$ cat config.mk
export PLATFORM = sky130hd
export DESIGN_NAME = divider
export DESIGN_NICKNAME = d
export VERILOG_FILES = /design/src/rtl/divider.sv
export SDC_FILE = /design/constraint.sdc
export NUM_CORES = 1
export LEC_CHECK = 0
export BUFFER_PORTS_ARGS = -buffer_cell sky130_fd_sc_hd__buf_2
export CORE_MARGIN = 2
export CORE_UTILIZATION = 56
export DETAILED_ROUTE_END_ITERATION = 10
export GPL_ROUTABILITY_DRIVEN = 0
export GPL_TIMING_DRIVEN = 1
export PLACE_DENSITY = 0.93
export SKIP_CTS_REPAIR_TIMING = 1
export SLEW_MARGIN = 20
export SYNTH_ARGS = -nofsm -noshare
export SYNTH_HDL_FRONTEND = slang
export SYNTH_SLANG_ARGS = --single-unit
$ cat constraint.sdc
create_clock -name clk -period 2.7 [get_ports clk]
set_input_delay 0.135 -clock clk [delete_from_list [all_inputs] [get_ports clk]]
set_output_delay 0.135 -clock clk [all_outputs]
set_load 0.03 [all_outputs]
$ cat src/rtl/divider.sv
// Sequential restoring divider: a 2N-bit unsigned dividend divided by an
// N-bit unsigned divisor, one quotient bit per clock, MSB first.
// A zero divisor short-circuits straight to completion with saturated results.
module divider #(
    parameter int unsigned N = 2
) (
    input  logic           clk,
    input  logic           rst,
    input  logic           start,
    input  logic [2*N-1:0] dividend,
    input  logic [N-1:0]   divisor,
    output logic           busy,
    output logic           done,
    output logic [2*N-1:0] quotient,
    output logic [N-1:0]   remainder,
    output logic           dbz
);

    localparam int unsigned DW = 2 * N;          // dividend / quotient width
    localparam int unsigned RW = N + 1;          // partial remainder width
    localparam int unsigned CW = $clog2(DW);     // iteration counter width
    localparam logic [CW-1:0] LAST = CW'(DW - 1);

    typedef enum logic [1:0] {
        S_IDLE = 2'd0,
        S_RUN  = 2'd1,
        S_DONE = 2'd2
    } state_e;

    state_e state_q, state_d;

    // Working registers: the dividend register shifts left and collects
    // quotient bits in its LSB, so it holds the full quotient after 2N steps.
    logic [DW-1:0] dvd_q, dvd_d;
    logic [N-1:0]  dvs_q, dvs_d;
    logic [RW-1:0] rem_q, rem_d;
    logic [CW-1:0] cnt_q, cnt_d;

    // Result registers, held between completions.
    logic [DW-1:0] quo_q, quo_d;
    logic [N-1:0]  rmd_q, rmd_d;
    logic          dbz_q, dbz_d;
    logic          busy_q, busy_d;
    logic          done_q, done_d;

    // Control strobes decoded from the FSM.
    logic accept_c;
    logic step_c;
    logic finish_c;
    logic zero_c;

    // One restoring step on the current working registers.
    logic [RW-1:0] rem_shift_c;
    logic [RW-1:0] rem_next_c;
    logic          qbit_c;

    // State register.
    always_ff @(posedge clk) begin
        if (rst) begin
            state_q <= S_IDLE;
        end else begin
            state_q <= state_d;
        end
    end

    // Next-state logic.
    always_comb begin
        state_d = state_q;
        case (state_q)
            S_IDLE: begin
                if (start) begin
                    state_d = (divisor == '0) ? S_DONE : S_RUN;
                end
            end
            S_RUN: begin
                if (cnt_q == LAST) begin
                    state_d = S_DONE;
                end
            end
            S_DONE: begin
                state_d = S_IDLE;
            end
            default: begin
                state_d = S_IDLE;
            end
        endcase
    end

    // FSM output decode: datapath strobes and next values of busy/done.
    always_comb begin
        accept_c = 1'b0;
        step_c   = 1'b0;
        finish_c = 1'b0;
        zero_c   = 1'b0;
        busy_d   = (state_d != S_IDLE);
        done_d   = (state_d == S_DONE);
        case (state_q)
            S_IDLE: begin
                accept_c = start;
                zero_c   = start && (divisor == '0);
            end
            S_RUN: begin
                step_c   = 1'b1;
                finish_c = (cnt_q == LAST);
            end
            default: begin
            end
        endcase
    end

    // Shift in the next dividend bit, compare against the divisor and
    // subtract when it fits; the extra remainder bit keeps the compare exact.
    always_comb begin
        rem_shift_c = RW'({rem_q, dvd_q[DW-1]});
        qbit_c      = (rem_shift_c >= {1'b0, dvs_q});
        rem_next_c  = qbit_c ? (rem_shift_c - {1'b0, dvs_q}) : rem_shift_c;
    end

    // Datapath next-state: operand capture, iteration and result update.
    always_comb begin
        dvd_d = dvd_q;
        dvs_d = dvs_q;
        rem_d = rem_q;
        cnt_d = cnt_q;
        quo_d = quo_q;
        rmd_d = rmd_q;
        dbz_d = dbz_q;
        if (accept_c) begin
            dvd_d = dividend;
            dvs_d = divisor;
            rem_d = '0;
            cnt_d = '0;
            if (zero_c) begin
                quo_d = '1;
                rmd_d = '0;
                dbz_d = 1'b1;
            end
        end else if (step_c) begin
            dvd_d = {dvd_q[DW-2:0], qbit_c};
            rem_d = rem_next_c;
            cnt_d = cnt_q + CW'(1);
            if (finish_c) begin
                quo_d = {dvd_q[DW-2:0], qbit_c};
                rmd_d = rem_next_c[N-1:0];
                dbz_d = 1'b0;
            end
        end
    end

    // Datapath and output registers.
    always_ff @(posedge clk) begin
        if (rst) begin
            dvd_q  <= '0;
            dvs_q  <= '0;
            rem_q  <= '0;
            cnt_q  <= '0;
            quo_q  <= '0;
            rmd_q  <= '0;
            dbz_q  <= 1'b0;
            busy_q <= 1'b0;
            done_q <= 1'b0;
        end else begin
            dvd_q  <= dvd_d;
            dvs_q  <= dvs_d;
            rem_q  <= rem_d;
            cnt_q  <= cnt_d;
            quo_q  <= quo_d;
            rmd_q  <= rmd_d;
            dbz_q  <= dbz_d;
            busy_q <= busy_d;
            done_q <= done_d;
        end
    end

    assign busy      = busy_q;
    assign done      = done_q;
    assign quotient  = quo_q;
    assign remainder = rmd_q;
    assign dbz       = dbz_q;

endmodule
==> results.sh <==
export IMPL_power_leakage_uw=0.000434
export IMPL_cts_made_buffers=3
export IMPL_nFillCells=122
export IMPL_synth_top_family_by_area="simple AND/OR/NAND/NOR gates"
export IMPL_path_clk_slew_ns=0.11
export IMPL_synth_simple_area_share_pct=29.7
export IMPL_cp_max_fo=10
export IMPL_avgSynthCellArea_um2=8.83
export IMPL_synth_area_um2=936
export IMPL_drtIter0Drc=20
export IMPL_die_y_um=44.9
export IMPL_drc=0
export IMPL_hold_depth=3
export IMPL_synth_xor_area_share_pct=0.936
export IMPL_drv_cap=0
export IMPL_clock_skew_final_ns=0.00652
export IMPL_critical_path_startpoint_type="register"
export IMPL_relSlewSlack_pct=69.9
export IMPL_hold_path_endpoint="dvd_q[3]"
export IMPL_path_delay_family="simple AND/OR/NAND/NOR gates"
export IMPL_multi_input_area_um2=484
export IMPL_instances_no_fill=139
export IMPL_dieArea_um2=2010
export IMPL_arrival_ns=1.99
export IMPL_grt_overflow=0
export IMPL_ir_worst_vdd_uv=363
export IMPL_reg2reg_to="remainder[1]"
export IMPL_synth_nets=118
export IMPL_dr_pass1_iters=4
export IMPL_antenna_found_initial=0
export IMPL_crit_chain="nor2b_2 > nand2_4 > or4_4 > a21oi_2"
export IMPL_min_delay_start="dividend[3]"
export IMPL_setup_tns_ns=0
export IMPL_cts_root_buf="clkbuf_4"
export IMPL_die_x_um=44.9
export IMPL_seq_area_frac_synth_pct=44.9
export IMPL_finalNetCount=136
export IMPL_start_util_pct=60.7
export IMPL_cts_sinks=21
export IMPL_layout_common_cells="21 x dfxtp_1, 17 x nor2_1, 17 x buf_2"
export IMPL_reg2reg_slack_ns=0.95
export IMPL_holdCritPathClass="in -> reg"
export IMPL_path_class="reg -> reg"
export IMPL_seq_area_um2=420
export IMPL_yosysUniqueCellTypes=33
export IMPL_cts_tree="done"
export IMPL_core_um2=1540
export IMPL_slowest_delay_ns=0.53
export IMPL_layout_commonest_cell="dfxtp_1"
export IMPL_synth_compound_area_share_pct=15.9
export IMPL_area_growth_pct=11.5
export IMPL_hold_viol=0
export IMPL_grt_pass1_vias=745
export IMPL_grt_max_degree=20
export IMPL_wirelength_um=1770
export IMPL_wl_per_cell_um=12.7
export IMPL_worstMarginPinSlew_ns=0.450
export IMPL_place_ws_ns=1.01
export IMPL_crit_path_top_delay_cell="or4_4"
export IMPL_grt_pass1_wl_um=3130
export IMPL_netlist_instances=106
export IMPL_postRouteAntennaNets=0
export IMPL_dp_cells=135
export IMPL_critical_path_required_ns=2.94
export IMPL_finalCriticalPeriod_ns=1.75
export IMPL_buffer_ports_inserted=17
export IMPL_finalSetupViolCount=0
export IMPL_clkLatencyLatePin_ns=0.30
export IMPL_r2r_cells=4
export IMPL_drive_gt1_share_pct=23.6
export IMPL_dpl_cell_area_um2=1020
export IMPL_vias=772
export IMPL_end_kind="register"
export IMPL_r2r_start="state_q[0]"
export IMPL_yosys_warnings=0
export IMPL_htreeDepth=1
export IMPL_dp_hpwl_um=1390
export IMPL_power_density_nw_per_um2=571
export IMPL_worst_slack_ns=0.954
export IMPL_slew_viol_final=0
export IMPL_rows=14
export IMPL_finalCritPeriodShare_pct=64.7
export IMPL_viasPerCell=5.55
export IMPL_status="finished clean"
export IMPL_n_antenna_cell=0
export IMPL_final_area_um2=1040
export IMPL_io_pins=18
export IMPL_fin_util_pct=67.7
export IMPL_clock_path_buffers=2
export IMPL_synth_fa_ha_area_share_pct=4.01
export IMPL_grt_usage_pct=21.8
export IMPL_synth_ff_latch_count=21
export IMPL_cp_buffers_inverters=0
export IMPL_rsz0062_at_grt="no"
export IMPL_fmax_mhz=573
export IMPL_muxShareOfSynthArea_pct=1.20
-- per-layer routing --
layer | GRT usage [%] | wire, µm
met5 | 0 | 0
met3 | 7.20 | 87
met4 | 7.06 | 16
met2 | 36.8 | 829
met1 | 26.1 | 831
-- tightest hold or removal path: stages --
cell and delay, ns:
buf_2 0.10, nor2_1 0.09, nor4_1 0.05
-- cell usage after synthesis --
cell type	count	share of area, %
nor2b_2	1	0.94
o21ai_0	2	1.1
nor3_1	6	3.2
mux2_2	1	1.2
o31ai_1	1	0.80
a21oi_1	6	3.2
a21oi_2	1	0.94
ha_1	3	4.0
or3_1	1	0.67
and3b_1	1	0.94
a211oi_1	7	5.6
nor2b_1	1	0.67
buf_1	1	0.40
nor4_1	3	2.0
nand2b_1	5	3.3
nand2_1	11	4.4
inv_1	2	0.80
and2_1	1	0.67
or4_4	1	1.2
nor2_1	17	6.8
nand2_4	1	1.2
clkbuf_1	1	0.40
a21oi_4	1	1.7
or2_2	2	1.3
a31oi_1	1	0.67
buf_6	1	1.2
a2111oi_0	1	0.94
or4b_4	1	1.5
or4_1	1	0.80
o32ai_1	1	0.94
dfxtp_1	21	45
buf_2	1	0.53
xnor2_1	1	0.94
-- where the power goes --
part / switching (µW) / internal, µW / leakage (µW) / total [µW]
Combinational: 66.6 / 41.3 / 0.000248 / 108
Sequential: 13.0 / 328 / 0.000172 / 341
Clock: 89.1 / 57.6 / 0.0000150 / 147
Total: 169 / 427 / 0.000434 / 596
-- how the worst max path moves through the flow --
| stage | slack [ns] | to | startpoint | depth (start not counted) |
|---|---|---|---|---|
| after floorplan | 1.12 | remainder[1] | dvs_q[1] | 6 |
| after global placement | 1.06 | remainder[1] | state_q[0] | 4 |
| after detailed placement | 1.01 | remainder[1] | state_q[0] | 4 |
| after CTS | 0.98 | remainder[1] | state_q[0] | 4 |
| after global routing | 0.85 | remainder[1] | state_q[0] | 4 |
| final | 0.95 | remainder[1] | state_q[0] | 4 |
-- metrics by stage --
stage          hold slack (ns)  total power, µW
2_1_floorplan            0.271              429
3_3_place_gp             0.426              451
3_5_place_dp             0.436              456
4_1_cts                  0.108              599
5_1_grt                 0.0926              633
6_report                 0.107              596
-- flip-flops by register name, indices dropped and copies added, names as in the netlist --
signal and count:
busy 1, remainder 2, quotient 4, done 1
cnt_q 2, dvs_q 2, state_q 2, dvd_q 4
dbz 1, rem_q 2
-- cells by family after synthesis --
family / Yosys count
AO/OA/AOI/OAI: 21
XOR/XNOR: 1
multiplexers: 1
adder cells (fa/ha/maj): 3
buffers and inverters: 6
flip-flops: 21
AND/OR/NAND/NOR: 53
-- area by class of cell --
class	count	area share (%)
inverters	2	0.719
repair buffers	17	8.15
clock buffers	4	2.52
well taps	16	1.92
multi-input cells	79	46.4
flip-flops and latches	21	40.3
(Power assumes the default switching activity.)
